===== config.mk =====
export PLATFORM = sky130hd
export DESIGN_NAME = alu_result_buffer
export DESIGN_NICKNAME = d
export VERILOG_FILES = /design/src/rtl/alu_result_buffer.sv
export SDC_FILE = /design/constraint.sdc
export NUM_CORES = 1
export LEC_CHECK = 0
export CAP_MARGIN = 25
export CORE_UTILIZATION = 52
export CTS_BUF_LIST = sky130_fd_sc_hd__clkbuf_2
export CTS_CLUSTER_SIZE = 12
export DETAILED_ROUTE_END_ITERATION = 6
export PLACE_DENSITY = 0.83
export SLEW_MARGIN = 25
export SYNTH_ARGS = -nofsm -noshare
export SYNTH_HDL_FRONTEND = slang
export SYNTH_SLANG_ARGS = --single-unit

===== constraint.sdc =====
create_clock -name i_clk -period 2.3 [get_ports i_clk]
set_input_delay 0.46 -clock i_clk [delete_from_list [all_inputs] [get_ports i_clk]]
set_output_delay 0.46 -clock i_clk [all_outputs]
set_load 0.05 [all_outputs]

===== src/rtl/alu_result_buffer.sv =====
`default_nettype none
// ============================================================================
//  Module      : alu_result_buffer
//  Description : First-word-fall-through circular FIFO that queues ALU
//                results ({cf, zero, result}) for a downstream consumer.
//                The producer never stalls, so a push into a full buffer
//                without a same-cycle pop drops the result and sets a
//                sticky overflow flag.
//                Optional macro RESULT_BUF_STATS_EN builds saturating
//                8-bit counters of accepted results with zero / carry set;
//                without it the counter outputs are tied to zero.
//  Revision    : 1.0  initial release
// ============================================================================
module alu_result_buffer #(
    parameter int WIDTH = 8,
    parameter int DEPTH = 4    // power of two, at least 2
) (
    input  logic                     i_clk,
    input  logic                     i_rst,
    input  logic                     i_valid,
    input  logic [WIDTH-1:0]         i_result,
    input  logic                     i_zero,
    input  logic                     i_cf,
    input  logic                     i_ready,
    input  logic                     i_clr,
    output logic                     o_valid,
    output logic [WIDTH-1:0]         o_result,
    output logic                     o_zero,
    output logic                     o_cf,
    output logic [$clog2(DEPTH):0]   o_count,
    output logic                     o_full,
    output logic                     o_empty,
    output logic                     o_overflow,
    output logic [7:0]               o_zero_cnt,
    output logic [7:0]               o_cf_cnt
);

    localparam int c_PTR_W   = $clog2(DEPTH);
    localparam int c_CNT_W   = c_PTR_W + 1;
    localparam int c_ENTRY_W = WIDTH + 2;

    localparam logic [c_CNT_W-1:0] c_FULL_CNT = c_CNT_W'(DEPTH);
    localparam logic [c_CNT_W-1:0] c_CNT_ONE  = c_CNT_W'(1);
    localparam logic [c_PTR_W-1:0] c_PTR_ONE  = c_PTR_W'(1);

    logic [c_ENTRY_W-1:0] r_mem [DEPTH];
    logic [c_PTR_W-1:0]   r_rd_ptr;
    logic [c_PTR_W-1:0]   r_wr_ptr;
    logic [c_CNT_W-1:0]   r_count;
    logic                 r_overflow;

    logic                 w_empty;
    logic                 w_full;
    logic                 w_pop;
    logic                 w_push;
    logic                 w_drop;
    logic [c_ENTRY_W-1:0] w_head;

    assign w_empty = (r_count == '0);
    assign w_full  = (r_count == c_FULL_CNT);

    // A pop frees a slot in the same cycle, so a full buffer can still accept
    assign w_pop  = !w_empty && i_ready;
    assign w_push = i_valid && (!w_full || w_pop);
    assign w_drop = i_valid && !w_push;

    // Pointers wrap naturally because DEPTH is a power of two
    always_ff @(posedge i_clk or posedge i_rst) begin
        if (i_rst) begin
            r_rd_ptr <= '0;
            r_wr_ptr <= '0;
            r_count  <= '0;
        end else begin
            if (w_pop)
                r_rd_ptr <= r_rd_ptr + c_PTR_ONE;
            if (w_push)
                r_wr_ptr <= r_wr_ptr + c_PTR_ONE;
            case ({w_push, w_pop})
                2'b10:   r_count <= r_count + c_CNT_ONE;
                2'b01:   r_count <= r_count - c_CNT_ONE;
                default: r_count <= r_count;
            endcase
        end
    end

    // Storage is not reset; only the pointers define which entries are live
    always_ff @(posedge i_clk) begin
        if (w_push)
            r_mem[r_wr_ptr] <= {i_cf, i_zero, i_result};
    end

    // Sticky overflow; a new drop takes priority over a same-cycle clear
    always_ff @(posedge i_clk or posedge i_rst) begin
        if (i_rst)
            r_overflow <= 1'b0;
        else if (w_drop)
            r_overflow <= 1'b1;
        else if (i_clr)
            r_overflow <= 1'b0;
    end

    assign w_head     = r_mem[r_rd_ptr];
    assign o_result   = w_head[WIDTH-1:0];
    assign o_zero     = w_head[WIDTH];
    assign o_cf       = w_head[WIDTH+1];
    assign o_valid    = !w_empty;
    assign o_count    = r_count;
    assign o_full     = w_full;
    assign o_empty    = w_empty;
    assign o_overflow = r_overflow;

`ifdef RESULT_BUF_STATS_EN
    logic [7:0] r_zero_cnt;
    logic [7:0] r_cf_cnt;

    // Saturating flag statistics over accepted results; clear beats increment
    always_ff @(posedge i_clk or posedge i_rst) begin
        if (i_rst) begin
            r_zero_cnt <= 8'd0;
            r_cf_cnt   <= 8'd0;
        end else if (i_clr) begin
            r_zero_cnt <= 8'd0;
            r_cf_cnt   <= 8'd0;
        end else begin
            if (w_push && i_zero && (r_zero_cnt != 8'hFF))
                r_zero_cnt <= r_zero_cnt + 8'd1;
            if (w_push && i_cf && (r_cf_cnt != 8'hFF))
                r_cf_cnt <= r_cf_cnt + 8'd1;
        end
    end

    assign o_zero_cnt = r_zero_cnt;
    assign o_cf_cnt   = r_cf_cnt;
`else
    assign o_zero_cnt = 8'd0;
    assign o_cf_cnt   = 8'd0;
`endif

endmodule
`default_nettype wire


# After elaboration in Yosys (flattened, before gate mapping)
# Memories as Yosys holds them, arrays and structs flattened.
# Cells that the tools add are included.
[op_classes]
bitwise_logic = 0
shifts = 0
eq_ne = 3
mul = 0
order_cmp = 0
muxes = 5
add_sub_neg = 4
reduce_logical = 10
n_div = 0
[ops]
columns = ["cell", "count"]
rows = [
  ["$pmux 3 s2", 1],
  ["$add 2x1->2 const B", 2],
  ["$mux 1", 4],
  ["$reduce_bool 2->1", 2],
  ["$add 3x1->3 const B", 1],
  ["$eq 3x3->1 const B", 1],
  ["$logic_and 1x1->1", 3],
  ["$logic_not 1->1", 3],
  ["$logic_not 3->1", 1],
  ["$sub 3x1->3 const B", 1],
  ["$eq 2x1->1 const B", 1],
  ["$eq 2x2->1 const B", 1],
  ["$logic_or 1x1->1", 1],
]
[word_totals]
elab_cells = 27
rom_bits = 0
register_bits = 8
latchBits = 0
inputBits = 15
mem_count = 1
output_inout_bits = 33
ram_bits = 40
[memory_table]
columns = ["memory", "words", "word_bits", "read_ports", "rd_clocked_by_memory_dff", "wr", "line_no", "source"]
rows = [
  ["r_mem", 4, 10, 1, 0, 1, "46", "logic [c_ENTRY_W-1:0] r_mem [DEPTH];"],
]

# Longest topological paths before layout
# Gate-level depths: netlist of run 1.
[logic_depth]
depth_word = 8
mapped_depth = 7
depth_no_buf = 6

# Least setup slack after synthesis of run 1
# Ideal clock, no wire load.
[synth_path]
path_type = "register -> register"
from = "register r_count[0] (netlist: o_count[0])"
to = "register r_count[1] (netlist: o_count[1])"
required_ps = 2172
n_path_buf = 1
synth_period_minus_slack_ps = 2497
slack_ps = -197
arrival_ps = 2369
setup_ps = 128
stages_incl_launch_ff = 8
cell_sequence = "dfrtp_1 > or3_2 > clkbuf_1 > nand3b_1 > fa_1 > inv_1 > o21ai_0 > o31ai_1"
[synth_via]
elab_chain_cells = 7
word_cells_on_any_way = 13
classes_between = "add/sub (2); eq/ne (3); mux (1); reduce/logical (7)"
[synth_lines]
columns = ["item", "line_no", "source"]
rows = [
  ["start: declaration", "49", "logic [c_CNT_W-1:0] r_count;"],
  ["start signal: assignment", "79", "2'b10: r_count <= r_count + c_CNT_ONE;"],
  ["start signal: assignment", "80", "2'b01: r_count <= r_count - c_CNT_ONE;"],
  ["start signal: assignment", "81", "default: r_count <= r_count;"],
  ["$logic_not 3->1 (*)", "59", "assign w_empty = (r_count == '0);"],
  ["$logic_not 1->1 (*)", "n/a", ""],
  ["via o_valid", "26", "output logic o_valid,"],
  ["$logic_and 1x1->1 (*)", "63", "assign w_pop = !w_empty && i_ready;"],
  ["$logic_or 1x1->1", "64", "assign w_push = i_valid && (!w_full || w_pop);"],
  ["$logic_and 1x1->1", "64", ""],
  ["$eq 2x1->1 / $eq 2x2->1 (equally long branches)", "78", "case ({w_push, w_pop})"],
  ["$pmux 3 s2 / $reduce_bool 2->1 (equally long branches)", "n/a", ""],
]
# Mark *: on every way through the listed nets, which the timed path passes. The rest lies on a longest branch.
# A chain may end at the register's enable or synchronous reset.

# Worst setup path after layout of run 1
[layout_path]
from = "register r_rd_ptr[1]"
to = "output port o_zero"
[layout_via]
elab_chain_cells = 1
[layout_lines]
columns = ["item", "line_no", "source"]
rows = [
  ["start: declaration", "47", "logic [c_PTR_W-1:0] r_rd_ptr;"],
  ["start signal: assignment", "75", "r_rd_ptr <= r_rd_ptr + c_PTR_ONE;"],
  ["$mem_v2 4x10", "n/a", ""],
  ["end: declaration", "28", "output logic o_zero,"],
]
# Every way passes these cells.

==> summary.txt, run 1 <==
Clock tree
  • CTS buffer count: 5
  • # resized after CTS: 0
  • Clock Path Buffers: 2
  • CTS tree: yes
  • Clk slew on worst S/H paths: 220 ps
  • Cts hold-fix bufs: 0
  • CTS Sinks: 48
  • Worst skew pair latency: a little under 400 ps
  • Total number of H-tree levels: 2
  • Root Driver: clkbuf_2
  • Setup Buffers After CTS: 0

Placed design
  • DP Wirelength: 2437 microns
  • Pre-CTS setup slack: around 120 ps
  • Routability cong.: 0.7132
  • Buffers added on ports: 31
  • Placed insts: a little over 200
  • Placed instance area: around 0.0024 sq mm

GRT
  • GR Overflow Total: 0
  • Largest net degree at the start of global routing: 16
  • Overall routing resource usage: between 15 and 20%
  • Vias in the first global route: 1,150
  • Initial antenna violation count: 0
  • Global-route wire length before repair: 5264 microns

Worst setup path
  • CP startpoint: r_rd_ptr[1]$_DFFE_PP0P_
  • CP arrival: about 1700 ps
  • Critical path launch point type: register
  • Worst Path Max Fanout: 11
  • Worst reg2reg endpoint: o_count[1]$_DFFE_PP0P_
  • R2R setup slack: around 350 ps
  • Critical path class: register to output pin
  • Worst reg-to-reg path cell count: 6
  • Critical Path End Type: output pin
  • WP data required: 1840 ps
  • R2r startpoint: o_count[0]$_DFFE_PP0P_

Drt
  • Antenna-violating nets left: 0
  • Wirelength per Cell: 15.69 microns
  • DRT Pass-1 Iters: 4
  • Drt drc: 0
  • Total Wirelength: 3326 microns
  • DR iter-0 viols: 61
  • DR vias: between 1,000 and 1,500
  • Vias per Instance: just over 5

Layout
  • Share of layout cells above drive strength 1: between 20% and 30%
  • Commonest non-fill, non-tap cell in the layout: edfxtp_1
  • Design Area, Final: between 0.002 and 0.0025 sq mm
  • Final core utilization: around 65%
  • Commonest cells after routing, fill and taps aside: edfxtp_1, conb_1, clkdlybuf4s50_1, buf_4, mux4_2
  • ANT cells: 0
  • Nets: around 180
  • Area Overhead vs Synth: 16.05%
  • Non-filler cells, final: ~210

Synth
  • Largest family of logic cells by synthesized area: multiplexers
  • Synth Warn #: 0
  • Synthesized-area fraction occupied by adder cells: 3.292%
  • XOR/XNOR share of the synthesized area: 2.058%
  • Synth Area in Compound Gates: under 10%
  • Gate Count Post-Synth: between 100 and 150
  • Post-synthesis register bit count: 48
  • Syn_area_per_cell: about 17 sq um
  • Register area share after synthesis: between 60% and 70%
  • Mapped Area: between 0.002 and 0.0025 sq mm
  • Synth cell types: 32
  • Simple-gate share of the synthesized area: under 10%
  • Proportion of synthesized area in mux cells: between 10% and 20%

Timing
  • Final Max Tran Viols: 0
  • Fin. Hold Viols: 0
  • Setup TNS: 0 ps
  • RSZ-0062 raised after global routing: false
  • Worst Hold Slack: approximately 260 ps
  • Slew margin rel.: 65.20%
  • Tcrit/Tclk final: 95.23%
  • Transition time of the tightest slew-check pin: about 520 ps
  • Tmin final: roughly 2200 ps
  • Count of final setup violators: 0
  • Setup ws final: between 100 and 150 ps
  • Skew final: 10.43 ps
  • Max Clock Freq: approximately 0.46 GHz

Power
  • Power Density: roughly 1400 mW/mm^2
  • Total chip power: approximately 3.4 mW
  • Standby leakage power: 0.9585 nW
  • VDD IR max: between 0.0006 and 0.0007 V

Floorplan
  • Total die area: 0.004353 sq mm
  • Core Area: 0.003799 sq mm
  • I/O pin cnt: 48
  • Initial Utilization: a little under three fifths
  • Die X: between 60 and 70 microns
  • # rows: 22
  • Die Ht: between 60 and 70 microns

Outcome
  • Status: finished clean

Worst hold path
  • HP Class: input port to asynchronous set/reset pin

Job
  • Max-Cap Viols: 0
-- kinds of logic after synthesis --
logic type      count (synthesis)
other cells                     1
buf+inv                        30
flops                          48
simple gates                   17
xor+xnor                        5
fa+ha+maj                       5
compound gates                 10
mux                            11
-- final cells by class --
cell class                 count  area [sq um]
multi-input combinational     64         600.6
clock buffer                   5         25.02
clock inverter                 3         18.77
fill                         272          1329
inverter                       9         33.78
sequential                    48          1403
tap                           48         60.06
timing repair buffer          35         329.1
-- synthesized netlist by cell type, drive strengths merged --
cell type	instances	share of area, %
nand2	2	0.35
o211ai	2	0.71
mux4	10	11
clkbuf	2	0.35
o22ai	1	0.29
o41ai	1	0.41
and2	4	1.4
a21oi	1	0.23
nor2	3	0.53
buf	19	6.6
o31ai	1	0.35
a21boi	1	0.35
o22a	1	0.41
nand2b	1	0.29
inv	9	1.6
xnor2	4	1.6
ha	4	2.4
and3	1	0.29
or3	1	0.35
nand3b	3	1.1
edfxtp	40	56
conb	1	0.18
o21ai	1	0.23
dfrtp	8	9.4
o21a	1	0.71
fa	1	0.94
mux2	1	0.71
xor2	1	0.41
or3b	1	0.53
nand3	1	0.23
-- state kept, by name (all words and copies together), names as in the netlist --
name / cells
o_count: 3
r_wr_ptr: 2
o_overflow: 1
r_rd_ptr: 2
r_mem: 40
-- worst max path at each step --
stage	cells past startpoint	to	slack (ps)
6_report	2	o_zero	110
5_1_grt	3	o_empty	30
4_1_cts	1	o_count[1]	20
3_5_place_dp	6	o_count[1]$_DFFE_PP0P_	120
3_3_place_gp	6	o_count[1]$_DFFE_PP0P_	260
2_1_floorplan	5	o_count[1]$_DFFE_PP0P_	0.4
-- power by group --
group / total, mW / leakage, nW / switching (mW) / internal, mW
Sequential: 1.31 / 0.462 / 0.149 / 1.16
Combinational: 1.74 / 0.464 / 1.08 / 0.653
Clock: 0.322 / 0.0327 / 0.248 / 0.0739
-- routing by layer --
metal  global-route usage [%]  wire length, microns  part of all wire (%)  vias to the layer above
met2                    30.10                  1847                    56                       34
li1                         -                     -                     -                      506
met1                    19.83                  1289                    39                      554
met5                        0                     0                     0                        -
met4                    5.585                    41                   1.2                        0
met3                    6.379                   147                   4.4                        5
-- worst max-delay path, cell delays in order, from the launching register on --
cell and delay [ps]:
dfrtp_1 710, mux4_2 410, buf_4 210
Power figures use the tool's default switching activity.
==> run 2, diff against run 1 <==
--- a/config.mk
+++ b/config.mk
@@ -5,7 +5,7 @@
 export SDC_FILE = /design/constraint.sdc
 export NUM_CORES = 1
 export LEC_CHECK = 0
-export CAP_MARGIN = 25
+export CAP_MARGIN = 20
 export CORE_UTILIZATION = 52
 export CTS_BUF_LIST = sky130_fd_sc_hd__clkbuf_2
 export CTS_CLUSTER_SIZE = 12
==> results of run 2 <==
Final layout, timing and power as in run 1 (identical DEF).
==> run 3, diff against run 2 <==
--- a/config.mk
+++ b/config.mk
@@ -6,7 +6,9 @@
 export NUM_CORES = 1
 export LEC_CHECK = 0
 export CAP_MARGIN = 20
-export CORE_UTILIZATION = 52
+export CELL_PAD_IN_SITES_DETAIL_PLACEMENT = 0
+export CELL_PAD_IN_SITES_GLOBAL_PLACEMENT = 1
+export CORE_UTILIZATION = 43
 export CTS_BUF_LIST = sky130_fd_sc_hd__clkbuf_2
 export CTS_CLUSTER_SIZE = 12
 export DETAILED_ROUTE_END_ITERATION = 6
==> summary.txt, run 3 (same netlist as run 1, synthesis figures left out) <==
Worst setup path
  • WP data required: roughly 1800 ps
  • Worst reg-to-reg path cell count: 4
  • Worst reg2reg endpoint: o_count[1]$_DFFE_PP0P_
  • Worst Path Max Fanout: 8
  • R2R setup slack: about 320 ps
  • Critical path class: register to output pin
  • R2r startpoint: o_count[0]$_DFFE_PP0P_
  • Critical path launch point type: register
  • Critical Path End Type: output pin
  • CP arrival: about 1800 ps

Clock tree
  • Total number of H-tree levels: 2
  • Root Driver: clkbuf_2
  • Clock Path Buffers: 2
  • CTS Sinks: 48
  • Worst skew pair latency: between 400 and 500 ps
  • CTS tree: yes
  • CTS buffer count: 5
  • Clk slew on worst S/H paths: approximately 240 ps

Floorplan
  • # rows: 25
  • Die Ht: between 70 and 80 microns
  • Die X: 72.35 microns
  • Initial Utilization: between 40 and 50%
  • Total die area: about 0.0052 sq mm
  • Core Area: between 0.004 and 0.005 sq mm
  • I/O pin cnt: 48

GRT
  • Global-route wire length before repair: between 5000 and 6000 microns
  • Vias in the first global route: 1,144
  • Initial antenna violation count: 0
  • GR Overflow Total: 0
  • Overall routing resource usage: between 10 and 15%
  • Largest net degree at the start of global routing: 16

Drt
  • Drt drc: 0
  • DR vias: approximately 1,100
  • DR iter-0 viols: 36
  • Wirelength per Cell: roughly 15 microns
  • Total Wirelength: around 3400 microns
  • DRT Pass-1 Iters: 4
  • Antenna-violating nets left: 0
  • Vias per Instance: approximately 4.6

Timing
  • Max Clock Freq: 0.4505 GHz
  • RSZ-0062 raised after global routing: false
  • Transition time of the tightest slew-check pin: between 500 and 600 ps
  • Worst Hold Slack: 252.1 ps
  • Setup TNS: 0 ps
  • Slew margin rel.: 66.47%
  • Tmin final: roughly 2200 ps
  • Final Max Tran Viols: 0
  • Skew final: 25.77 ps
  • Fin. Hold Viols: 0
  • Count of final setup violators: 0
  • Setup ws final: between 80 and 90 ps
  • Tcrit/Tclk final: a little over nine tenths

Layout
  • Nets: between 150 and 200
  • Non-filler cells, final: between 200 and 250
  • Commonest cells after routing, fill and taps aside: edfxtp_1, conb_1, clkdlybuf4s50_1, buf_4, mux4_2
  • Fill cells: 403
  • Multi-input logic area: ~600 sq um
  • Share of layout cells above drive strength 1: roughly 27%
  • Storage element area: 0.001403 sq mm
  • Area Overhead vs Synth: 20.52%
  • Commonest non-fill, non-tap cell in the layout: edfxtp_1
  • Max reg flops: 40
  • ANT cells: 0
  • Top reg by flops: r_mem

Placed design
  • Pre-CTS setup slack: 293.7 ps
  • Placed insts: between 200 and 250
  • Routability cong.: 0.7724
  • DP Wirelength: 2463 microns
  • Buffers added on ports: 31

Job
  • Max-Cap Viols: 0

Power
  • Power Density: 1445 mW/mm^2
  • Standby leakage power: 0.9889 nW
  • Seq pwr share: a little over a third
  • Clk pwr share: between 15 and 20%
  • Switching share of power: ~40%
  • Pint: roughly 2.2 mW
  • Part of the power in combinational logic: 46.8%
  • P_sw: 1.488 mW
  • VDD IR max: 0.0005627 V

Outcome
  • Status: finished clean

Worst hold path
  • HP Class: input port to asynchronous set/reset pin
## run 3: changes by cell type in the layout (fill, tap and decap cells not counted), sizes merged
cell and change:
bufinv +3, clkinv -3
## run 3: cell type report
cell class / count / share of cell area, %
clock inverter: 3 / 3.512
inverter: 9 / 1.317
tap: 67 / 3.268
sequential: 48 / 54.68
multi-input combinational: 64 / 23.41
clock buffer: 5 / 0.9756
timing repair buffer: 35 / 12.83
## run 3: worst max path at each step
stage / cells past startpoint / startpoint / endpoint / slack [ps]
final: 3 / o_count[0]$_DFFE_PP0P_ / o_empty / 80
after global routing: 3 / r_rd_ptr[0]$_DFFE_PP0P_ / o_result[6] / 4
after CTS: 3 / r_rd_ptr[0]$_DFFE_PP0P_ / o_result[6] / 10
after detailed placement: 6 / i_valid / o_count[1]$_DFFE_PP0P_ / 290
after global placement: 6 / i_valid / o_count[1]$_DFFE_PP0P_ / 370
after floorplan: 5 / o_count[0]$_DFFE_PP0P_ / o_count[1]$_DFFE_PP0P_ / 0.4
## run 3: critical path, cell delays in order (launching register included)
cell and delay (ps):
dfrtp_2 520, or3_2 560, inv_1 120, buf_12 140
## run 3: stage by stage
| step | power, mW | utilization, % | cell area (sq um) |
|---|---|---|---|
| 2_1_floorplan | 2.600 | - | 2186 |
| 3_3_place_gp | 3.015 | 51.16 | 2432 |
| 3_5_place_dp | 3.064 | 51.16 | 2432 |
| 4_1_cts | 3.728 | 53.66 | 2551 |
| 5_1_grt | 3.887 | 53.95 | 2565 |
| 6_report | 3.707 | 53.95 | 2565 |
## run 3: timing repair
item                                    CTS  global route
endpoints found under the setup margin   10            13
resized for setup                         1             3
hold buffers                              0             0
pin swaps                                 0             0
setup buffers                             0             1
## run 3: power by group through the flow
stage          sequential, mW  clock (mW)  combinational [mW]
3_5_place_dp             1.33           0                1.73
2_1_floorplan            1.37           0                1.23
5_1_grt                  1.33       0.706                1.85
6_report                 1.31       0.660                1.73
4_1_cts                  1.31       0.673                1.74
3_3_place_gp             1.31           0                1.70
## run 3: metal layers
metal	track usage [%]	vias up	routed length (microns)
li1	-	506	-
met1	17.01	534	1498
met2	23.68	29	1782
met3	4.583	4	120
met4	6.318	0	43
met5	0	-	0
